$ cat src/rtl/dot_stream_if.sv
// rtl/dot_stream_if.sv - beat input and result output handshake bundle for dot_stream
interface dot_stream_if #(
    parameter int N  = 4,
    parameter int CW = 16
);
    logic            in_valid;
    logic            in_ready;
    logic            in_last;
    logic [32*N-1:0] in_data;
    logic            out_valid;
    logic            out_ready;
    logic [31:0]     out_data;
    logic [CW-1:0]   out_beats;

    modport master (
        output in_valid, in_last, in_data, out_ready,
        input  in_ready, out_valid, out_data, out_beats
    );

    modport slave (
        input  in_valid, in_last, in_data, out_ready,
        output in_ready, out_valid, out_data, out_beats
    );
endinterface

$ cat src/rtl/dot_stream.sv
// rtl/dot_stream.sv - streaming FP32 multi-beat lane sum with normalised result
module dot_stream #(
    parameter int N  = 4,
    parameter int G  = 3,
    parameter int CW = 16
) (
    input  logic        clock,
    input  logic        resetn,
    dot_stream_if.slave bus
);
    localparam int LW    = $clog2(N + 1);
    localparam int SW    = 24 + G;
    localparam int ACC_W = SW + LW + 2;
    // Exponent carries headroom above 8 bits so totals past FP32 range still encode as infinity.
    localparam int EW    = 10;
    localparam logic [EW-1:0] ACC_W_E = EW'(ACC_W);

    logic            s1_valid_q, s1_last_q;
    logic [32*N-1:0] s1_data_q;
    logic [N-1:0]    s1_zero_q, s1_spec_q;
    logic [7:0]      s1_elmax_q;
    logic [N-1:0]    in_zero, in_spec;
    logic [7:0]      in_elmax;

    logic [ACC_W-1:0] acc_q, acc_d;
    logic [EW-1:0]    e_acc_q, e_acc_d;
    logic             nan_q, nan_now;
    logic [CW-1:0]    beats_q, beats_inc;

    logic             out_valid_q;
    logic [31:0]      out_data_q, res_data;
    logic [CW-1:0]    out_beats_q;

    logic             advance, in_ready;
    logic [EW-1:0]    e_max, sh, k, shl, p;
    logic [ACC_W-1:0] mag, term, sum, sum_mag, norm_mag;
    logic             sum_neg;
    logic [22:0]      mant;
    logic signed [EW:0] res_exp;

    // Only a last beat stalls, and only while an unconsumed result occupies the output.
    assign advance  = s1_valid_q && !(s1_last_q && out_valid_q && !bus.out_ready);
    assign in_ready = !s1_valid_q || advance;

    assign bus.in_ready  = in_ready;
    assign bus.out_valid = out_valid_q;
    assign bus.out_data  = out_data_q;
    assign bus.out_beats = out_beats_q;

    // Per-lane zero/special flags and the largest exponent among non-zero lanes.
    always_comb begin
        in_zero  = '0;
        in_spec  = '0;
        in_elmax = '0;
        for (int i = 0; i < N; i++) begin
            in_zero[i] = (bus.in_data[32*i+23 +: 8] == 8'h00);
            in_spec[i] = (bus.in_data[32*i+23 +: 8] == 8'hFF);
            if (!in_zero[i] && (bus.in_data[32*i+23 +: 8] > in_elmax))
                in_elmax = bus.in_data[32*i+23 +: 8];
        end
    end

    // Align accumulator and lanes to the common exponent, sum, renormalise and encode.
    always_comb begin
        e_max = (e_acc_q > {2'b00, s1_elmax_q}) ? e_acc_q : {2'b00, s1_elmax_q};

        mag  = acc_q[ACC_W-1] ? -acc_q : acc_q;
        sh   = e_max - e_acc_q;
        term = (sh >= ACC_W_E) ? '0 : (mag >> sh);
        sum  = acc_q[ACC_W-1] ? -term : term;

        for (int i = 0; i < N; i++) begin
            mag = '0;
            if (!s1_zero_q[i] && !s1_spec_q[i])
                mag[SW-1:0] = {1'b1, s1_data_q[32*i +: 23], {G{1'b0}}};
            sh   = e_max - {2'b00, s1_data_q[32*i+23 +: 8]};
            term = (sh >= ACC_W_E) ? '0 : (mag >> sh);
            sum  = sum + (s1_data_q[32*i+31] ? -term : term);
        end

        sum_neg = sum[ACC_W-1];
        sum_mag = sum_neg ? -sum : sum;
        k = '0;
        for (int j = 0; j < ACC_W - SW; j++)
            if (sum_mag[SW+j]) k = EW'(j + 1);
        norm_mag = sum_mag >> k;
        acc_d    = sum_neg ? -norm_mag : norm_mag;
        e_acc_d  = (sum_mag == '0) ? '0 : (e_max + k);

        p = '0;
        for (int j = 0; j < SW; j++)
            if (norm_mag[j]) p = EW'(j);
        shl     = EW'(SW - 1) - p;
        mant    = 23'((norm_mag << shl) >> G);
        res_exp = $signed({1'b0, e_acc_d}) - $signed({1'b0, shl});

        nan_now   = nan_q | (|s1_spec_q);
        beats_inc = (&beats_q) ? beats_q : beats_q + 1'b1;

        if (nan_now)
            res_data = 32'h7FC0_0000;
        else if (sum_mag == '0)
            res_data = 32'h0000_0000;
        else if (res_exp >= 11'sd255)
            res_data = {sum_neg, 8'hFF, 23'h0};
        else if (res_exp <= 11'sd0)
            res_data = {sum_neg, 31'h0};
        else
            res_data = {sum_neg, res_exp[7:0], mant};
    end

    // Input register stage: capture an accepted beat, drain when nothing new arrives.
    always_ff @(posedge clock or negedge resetn) begin
        if (!resetn) begin
            s1_valid_q <= 1'b0;
            s1_last_q  <= 1'b0;
            s1_data_q  <= '0;
            s1_zero_q  <= '0;
            s1_spec_q  <= '0;
            s1_elmax_q <= '0;
        end else if (in_ready) begin
            s1_valid_q <= bus.in_valid;
            if (bus.in_valid) begin
                s1_last_q  <= bus.in_last;
                s1_data_q  <= bus.in_data;
                s1_zero_q  <= in_zero;
                s1_spec_q  <= in_spec;
                s1_elmax_q <= in_elmax;
            end
        end
    end

    // Accumulator state: fold each beat in, clear after the last beat of a vector.
    always_ff @(posedge clock or negedge resetn) begin
        if (!resetn) begin
            acc_q   <= '0;
            e_acc_q <= '0;
            nan_q   <= 1'b0;
            beats_q <= '0;
        end else if (advance) begin
            if (s1_last_q) begin
                acc_q   <= '0;
                e_acc_q <= '0;
                nan_q   <= 1'b0;
                beats_q <= '0;
            end else begin
                acc_q   <= acc_d;
                e_acc_q <= e_acc_d;
                nan_q   <= nan_now;
                beats_q <= beats_inc;
            end
        end
    end

    // Result register: load on a last beat, otherwise hold until consumed.
    always_ff @(posedge clock or negedge resetn) begin
        if (!resetn) begin
            out_valid_q <= 1'b0;
            out_data_q  <= '0;
            out_beats_q <= '0;
        end else if (advance && s1_last_q) begin
            out_valid_q <= 1'b1;
            out_data_q  <= res_data;
            out_beats_q <= beats_inc;
        end else if (bus.out_ready) begin
            out_valid_q <= 1'b0;
        end
    end
endmodule
$ cat src/flat_wrapper.sv
// flat-port wrapper written by rule: the top's interface ports become plain ports
module dot_stream_flat 
#(
    parameter int N  = 4,
    parameter int G  = 3,
    parameter int CW = 16
)
  (clock, resetn, bus_in_valid, bus_in_last, bus_in_data, bus_out_ready, bus_in_ready, bus_out_valid, bus_out_data, bus_out_beats);
  dot_stream_if #(.N(N), .CW(CW)) bus_i ();
  input  logic clock;
  input  logic resetn;
  input wire logic [$bits(bus_i.in_valid)-1:0] bus_in_valid;
  input wire logic [$bits(bus_i.in_last)-1:0] bus_in_last;
  input wire logic [$bits(bus_i.in_data)-1:0] bus_in_data;
  input wire logic [$bits(bus_i.out_ready)-1:0] bus_out_ready;
  output wire logic [$bits(bus_i.in_ready)-1:0] bus_in_ready;
  output wire logic [$bits(bus_i.out_valid)-1:0] bus_out_valid;
  output wire logic [$bits(bus_i.out_data)-1:0] bus_out_data;
  output wire logic [$bits(bus_i.out_beats)-1:0] bus_out_beats;
  assign bus_i.in_valid = bus_in_valid;
  assign bus_i.in_last = bus_in_last;
  assign bus_i.in_data = bus_in_data;
  assign bus_i.out_ready = bus_out_ready;
  assign bus_in_ready = bus_i.in_ready;
  assign bus_out_valid = bus_i.out_valid;
  assign bus_out_data = bus_i.out_data;
  assign bus_out_beats = bus_i.out_beats;
  dot_stream #(.N(N), .G(G), .CW(CW)) u_core (.clock(clock), .resetn(resetn), .bus(bus_i));
endmodule
$ cat config.mk
export PLATFORM = sky130hd
export DESIGN_NAME = dot_stream_flat
export DESIGN_NICKNAME = d
export VERILOG_FILES = /design/src/rtl/dot_stream_if.sv /design/src/rtl/dot_stream.sv /design/src/flat_wrapper.sv
export SDC_FILE = /design/constraint.sdc
export NUM_CORES = 2
export LEC_CHECK = 0
export BUFFER_PORTS_ARGS = -buffer_cell sky130_fd_sc_hd__buf_4
export CAP_MARGIN = 30
export CORE_AREA = 2 2 237 297
export DETAILED_ROUTE_END_ITERATION = 8
export DIE_AREA = 0 0 239 299
export GPL_TIMING_DRIVEN = 0
export PLACE_DENSITY_LB_ADDON = 0.08
export SYNTH_ARGS = -nofsm -noshare
export SYNTH_HDL_FRONTEND = slang
export SYNTH_SLANG_ARGS = --single-unit
$ cat constraint.sdc
create_clock -name clock -period 45.3 [get_ports clock]
set_input_delay 9.06 -clock clock [delete_from_list [all_inputs] [get_ports clock]]
set_output_delay 9.06 -clock clock [all_outputs]
set_load 0.005 [all_outputs]
# Yosys cells after proc, flatten, opt, wreduce, memory -nomap -nowiden
# Cells that the tools add are included.
# W data, S select, Z words.
[op_classes]
magnitude_cmp = 12
addsub = 21
reduce_logical = 37
n_mul = 0
bitwise = 1
n_shift = 7
n_eq_ne = 4
n_mux = 65
n_div = 0
[ops]
columns = ["operator", "count"]
rows = [
  ["$mux W32", 16],
  ["$neg A32 Y32", 8],
  ["$add A32 B32 Y32", 4],
  ["$shr A27 B10 Y32", 4],
  ["$mux W27", 4],
  ["$mux W31", 2],
  ["$mux W5", 11],
  ["$ge A10 B6 Y1 const B", 5],
  ["$sub A10 B8 Y10", 4],
  ["$eq A8 B8 Y1 const B", 4],
  ["$logic_not A32 Y1", 1],
  ["$logic_not A8 Y1", 4],
  ["$mux W16", 2],
  ["$mux W4", 8],
  ["$mux W8", 4],
  ["$shl A32 B10 Y26", 1],
  ["$shr A32 B10 Y32", 1],
  ["$shr A32 B3 Y32", 1],
  ["$mux W10", 3],
  ["$gt A8 B8 Y1", 3],
  ["$mux W3", 6],
  ["$add A16 B1 Y16 const B", 1],
  ["$reduce_and A16 Y1", 1],
  ["$logic_not A1 Y1", 15],
  ["other kinds (16)", 34],
]
[totals]
rom_bits = 0
mem_bits_rw = 0
in_bits = 133
ff_bits = 254
latchBits = 0
memories = 0
out_inout_bits = 50

# Longest topological paths before layout
[depth]
ltp_word = 52
ltp_mapped = 90
mapped_depth_nobuf = 82

# Worst setup path after synthesis
# No wires, ideal clock.
[synth_path]
kind = "input to output"
start = "in bus_out_ready"
end = "out bus_in_ready"
n_path_buf = 0
setup_slack_ps = 26556
arrival_ps = 9684
stages = 2
required_ps = 36240
cell_sequence = "or3_1 or2_2"
[synth_between]
elab_chain_len = 5
[synth_lines]
columns = ["element", "line", "rtl"]
rows = [
  ["start, declared", "flat_wrapper.sv:15", "input wire logic [$bits(bus_i.out_ready)-1:0] bus_out_ready;"],
  ["$logic_not A1 Y1", "dot_stream.sv:42", "assign advance = s1_valid_q && !(s1_last_q && out_valid_q && !bus.out_ready);"],
  ["$logic_and A1 B1 Y1", "dot_stream.sv:42", ""],
  ["$logic_not A1 Y1", "dot_stream.sv:42", ""],
  ["$logic_and A1 B1 Y1", "dot_stream.sv:42", ""],
  ["$logic_or A1 B1 Y1", "dot_stream.sv:43", "assign in_ready = !s1_valid_q || advance;"],
  ["end, declared", "flat_wrapper.sv:16", "output wire logic [$bits(bus_i.in_ready)-1:0] bus_in_ready;"],
]
# Every way passes these cells.

# Final worst setup path
[layout_path]
start = "reg u_core.s1_elmax_q[2]"
end = "reg u_core.out_data_q[19] (netlist: u_core.bus.out_data[19])"
[layout_between]
elab_chain_len = 52
elab_cells_between_ends = 82
[layout_lines]
columns = ["element", "line", "rtl"]
rows = [
  ["start, declared", "dot_stream.sv:21", "logic [7:0] s1_elmax_q;"],
  ["start signal, assigned", "dot_stream.sv:128", "s1_elmax_q <= in_elmax;"],
  ["$gt A10 B8 Y1", "dot_stream.sv:65", "e_max = (e_acc_q > {2'b00, s1_elmax_q}) ? e_acc_q : {2'b00, s1_elmax_q};"],
  ["$mux W10 *", "dot_stream.sv:65", ""],
  ["$sub A10 B10 Y10 / $sub A10 B8 Y10 (equally long branches)", "dot_stream.sv:68, dot_stream.sv:76", ""],
  ["$shr A32 B10 Y32, or another cell as far along", "dot_stream.sv:69", "term = (sh >= ACC_W_E) ? '0 : (mag >> sh);"],
  ["$mux W32 (on tied branches)", "dot_stream.sv:69, dot_stream.sv:77", ""],
  ["$neg A32 Y32 (on tied branches)", "dot_stream.sv:70, dot_stream.sv:78", ""],
  ["$mux W32 (on tied branches)", "dot_stream.sv:70, dot_stream.sv:78", ""],
  ["$add A32 B32 Y32 (4 in series)", "dot_stream.sv:78", "sum = sum + (s1_data_q[32*i+31] ? -term : term);"],
  ["[... 23 more ...]", "n/a", ""],
  ["$mux W5 (11 in series)", "dot_stream.sv:92", "if (norm_mag[j]) p = EW'(j);"],
  ["$sub A5 B5 Y6", "dot_stream.sv:93", "shl = EW'(SW - 1) - p;"],
  ["$sub A10 B10 Y11", "dot_stream.sv:95", "res_exp = $signed({1'b0, e_acc_d}) - $signed({1'b0, shl});"],
  ["$le A11 B1 Y1", "dot_stream.sv:106", "else if (res_exp <= 11'sd0)"],
  ["$mux W31", "dot_stream.sv:106", ""],
  ["$mux W31", "dot_stream.sv:104", "else if (res_exp >= 11'sd255)"],
  ["$mux W32 *", "dot_stream.sv:102", "else if (sum_mag == '0)"],
  ["$mux W32 *", "dot_stream.sv:100", "if (nan_now)"],
  ["end signal, assigned", "dot_stream.sv:163", "out_data_q <= res_data;"],
  ["end, declared", "dot_stream.sv:31", "logic [31:0] out_data_q, res_data;"],
]
# Mark *: on every way between the ends. The rest lies on a longest branch, timed or not.
# A chain may end at the register's enable or synchronous reset.

==> flow_summary_export.csv <==
group,metric,value,unit
floorplanning,dieHeight,299,µm
worst_setup_path,slowest_delay,0.67,ns
logic_synthesis,syn-cell-area,0.0374,mm²
floorplanning,die_w,239,µm
logic_synthesis,synth-seq-cells,254,
floorplanning,core_area,0.0689,mm²
drt,wl,153,mm
outcome,violations,"design-rule violations",
drt,viasPerCell,6.77,
sta,finalHoldViolCount,0,
final_layout,drive_gt1_frac,0.134,
cts,cts_root_buffer,"clkbuf_16",
worst_hold_path,hold_class,"reg -> reg",
cts,cts_post_setup_buffers_inserted,0,
logic_synthesis,synth_area_leaders,"dfrtp_1 (17%), mux2_2 (6.0%), nand2_1 (5.3%)",
placed_design,place_congestion,1.07,
drt,drtPass1Iterations,9,
cts,clk_pin_slew,0.07,ns
drt,vias,40200,
worst_setup_path,critPathCaptureType,"flop",
logic_synthesis,synth_edf_count,0,
global_routing,grt_start_max_net_pins,116,
drt,drc,2,
global_routing,antenna_found_initial,3,
global_routing,gr-total-overflow,0,
cts,clock_path_buffers,3,
logic_synthesis,syn_inst,4798,
worst_hold_path,hold_depth,2,
sta,tns,0,ns
drt,drt_iter0_markers,4136,
placed_design,place_hpwl,123,mm
sta,skew,0.0292,ns
logic_synthesis,seq_area_frac_synth,0.170,
worst_setup_path,cp.arrival,22.69,ns
logic_synthesis,synth.top_cells.by_count,"nand2_1 (532), nor2_1 (413), o21ai_0 (342)",
sta,timing.final.max_slew_violations,0,
logic_synthesis,yosys_warnings,0,
cts,cts.sinks,254,
global_routing,grt_pass1_wl,230,mm
worst_setup_path,cp-start-kind,"flop",
sta,post-route-min-period,22.17,ns
cts,ctsResizeCount,0,
logic_synthesis,synth.most_common_cell,"nand2_1",
sta,finalSetupViolations,0,
logic_synthesis,synth_cell_types,119,
cts,cts_tree,"yes",
sta,slew_headroom,0.232,
logic_synthesis,yosysTopAreaCellShare,0.170,
sta,rsz0062_at_grt,"no",
logic_synthesis,synthArstFlopShare,1.00,
drt,antenna_left,0,
drt,drt-wirelength-per-cell,25.7,µm
floorplanning,dieArea,0.0715,mm²
logic_synthesis,synth_area_leader_cell,"dfrtp_1",
worst_setup_path,cp_common_cell,"a21oi_1",
final_layout,fill_cells,6577,
global_routing,grt_util_all_layers,0.416,
sta,worst_pin_slew,1.13,ns
final_layout,syn_to_final_growth,9.73,%
run,cap_viol_max_count,0,
worst_setup_path,crit_type,"reg -> reg",
final_layout,nets,5393,
logic_synthesis,syn_area_per_cell,7.79,µm²
placed_design,placement.io_buffers,182,
cts,clock_latency,0.63,ns
cts,cts_hold_buf,0,
floorplanning,pin_count,183,
outcome,status,"finished, violations left",
worst_setup_path,worstRegToRegCells,77,
sta,fin_crit_sh,0.489,
sta,fmax,45.1,MHz
cts,cts_htree_levels,1,
worst_setup_path,cp_max_fo,10,
cts,numCtsBuffers,28,
floorplanning,start_util,0.542,
worst_setup_path,worstPathRequired,45.82,ns
worst_setup_path,critPathSlowestCell,"buf_1",
global_routing,grt_pass1_vias,38300,
logic_synthesis,synth-main-ff-cell,"dfrtp_1",
floorplanning,num_rows,108,
==> metrics by stage <==
stage / worst slack [ns] / hold WS, ns / util / area, µm² / cells
finish: 23.13 / 0.469 / 0.595 / 41000 / 5937
global placement: 22.38 / 0.457 / 0.578 / 39900 / 5864
floorplan: 26.56 / 0.450 / - / 37400 / 4802
CTS: 23.96 / 0.472 / 0.595 / 41000 / 5932
detailed placement: 24.04 / 0.458 / 0.581 / 40000 / 5881
global route: 21.87 / 0.503 / 0.595 / 41000 / 5936
==> placed cells by master (no fill, tap or decap), drive strengths merged, types with 51 or more instances in the layout <==
cell	count
xor2	95
ha	126
a31oi	65
nor2	413
nor3	140
xnor2	133
mux2	202
nand2	536
o211ai	64
buf	286
or3	51
fa	99
clkbuf	243
inv	249
mux4	57
a21o	56
a21oi	257
nand2b	65
o21ai	357
mux2i	185
nand3	133
a211oi	77
nand4	58
dfrtp	254
==> per-layer routing <==
metal	vias up	wire length [µm]	track usage
li1	18200	-	-
met1	19000	55000	0.474
met2	2190	70300	0.677
met3	707	11300	0.0650
met4	2	15900	0.363
met5	-	12	0
==> area by class of cell <==
cell class / count / area, µm² / area share
Clock inverter: 17 / 164 / 0.00400
Multi-Input combinational cell: 4005 / 28800 / 0.703
Buffer: 292 / 1240 / 0.0303
Clock buffer: 34 / 773 / 0.0189
Antenna cell: 1 / 2.50 / 0.0000610
Sequential cell: 254 / 6360 / 0.155
Inverter: 251 / 947 / 0.0231
Timing Repair Buffer: 203 / 1570 / 0.0384
Tap cell: 880 / 1100 / 0.0269
==> critical path, delay by kind of cell, from the launching register on <==
| family | cells | cell delay [ns] |
|---|---|---|
| DFF | 1 | 0.35 |
| buffers and inverters | 12 | 4.69 |
| adders and majority gates | 6 | 1.90 |
| xor gates and xnor gates | 2 | 0.72 |
| AOI/OAI and AO/OA | 36 | 9.00 |
| and+or+nand+nor | 19 | 4.62 |
| muxes | 2 | 0.77 |
==> sequential cells by signal, summed over array words and instances, names as in the netlist <==
signal / flops
u_core.s1_valid_q: 1
u_core.acc_q: 32
u_core.s1_last_q: 1
u_core.bus.out_beats: 16
u_core.s1_elmax_q: 8
u_core.s1_spec_q: 4
u_core.s1_zero_q: 4
u_core.e_acc_q: 10
u_core.s1_data_q: 128
u_core.bus.out_valid: 1
u_core.bus.out_data: 32
u_core.beats_q: 16
u_core.nan_q: 1
==> logic make-up after synthesis <==
family | synth area share
buffers and inverters | 0.0586
xor gates and xnor gates | 0.0558
AOI/OAI and AO/OA | 0.255
adders and majority gates | 0.0952
other | 0.000100
DFF | 0.170
muxes | 0.145
and+or+nand+nor | 0.220
==> path summary, 6_finish.rpt <==
kind                                                 startpoint  slack (ns)                              endpoint
min                        u_core.bus.out_beats[14]$_DFFE_PN0P_        0.47  u_core.bus.out_beats[14]$_DFFE_PN0P_
max in group asynchronous                                resetn       35.97      u_core.s1_elmax_q[0]$_DFFE_PN0P_
min in group asynchronous                                resetn        8.36          u_core.acc_q[14]$_DFFE_PN0P_
min reg2reg                u_core.bus.out_beats[14]$_DFFE_PN0P_        0.47  u_core.bus.out_beats[14]$_DFFE_PN0P_
max reg2reg                    u_core.s1_elmax_q[2]$_DFFE_PN0P_       23.13   u_core.bus.out_data[19]$_DFFE_PN0P_
max                            u_core.s1_elmax_q[2]$_DFFE_PN0P_       23.13   u_core.bus.out_data[19]$_DFFE_PN0P_
Power is not shown: default switching activity piles up to over one toggle a cycle in this logic, so the estimate is an artifact.
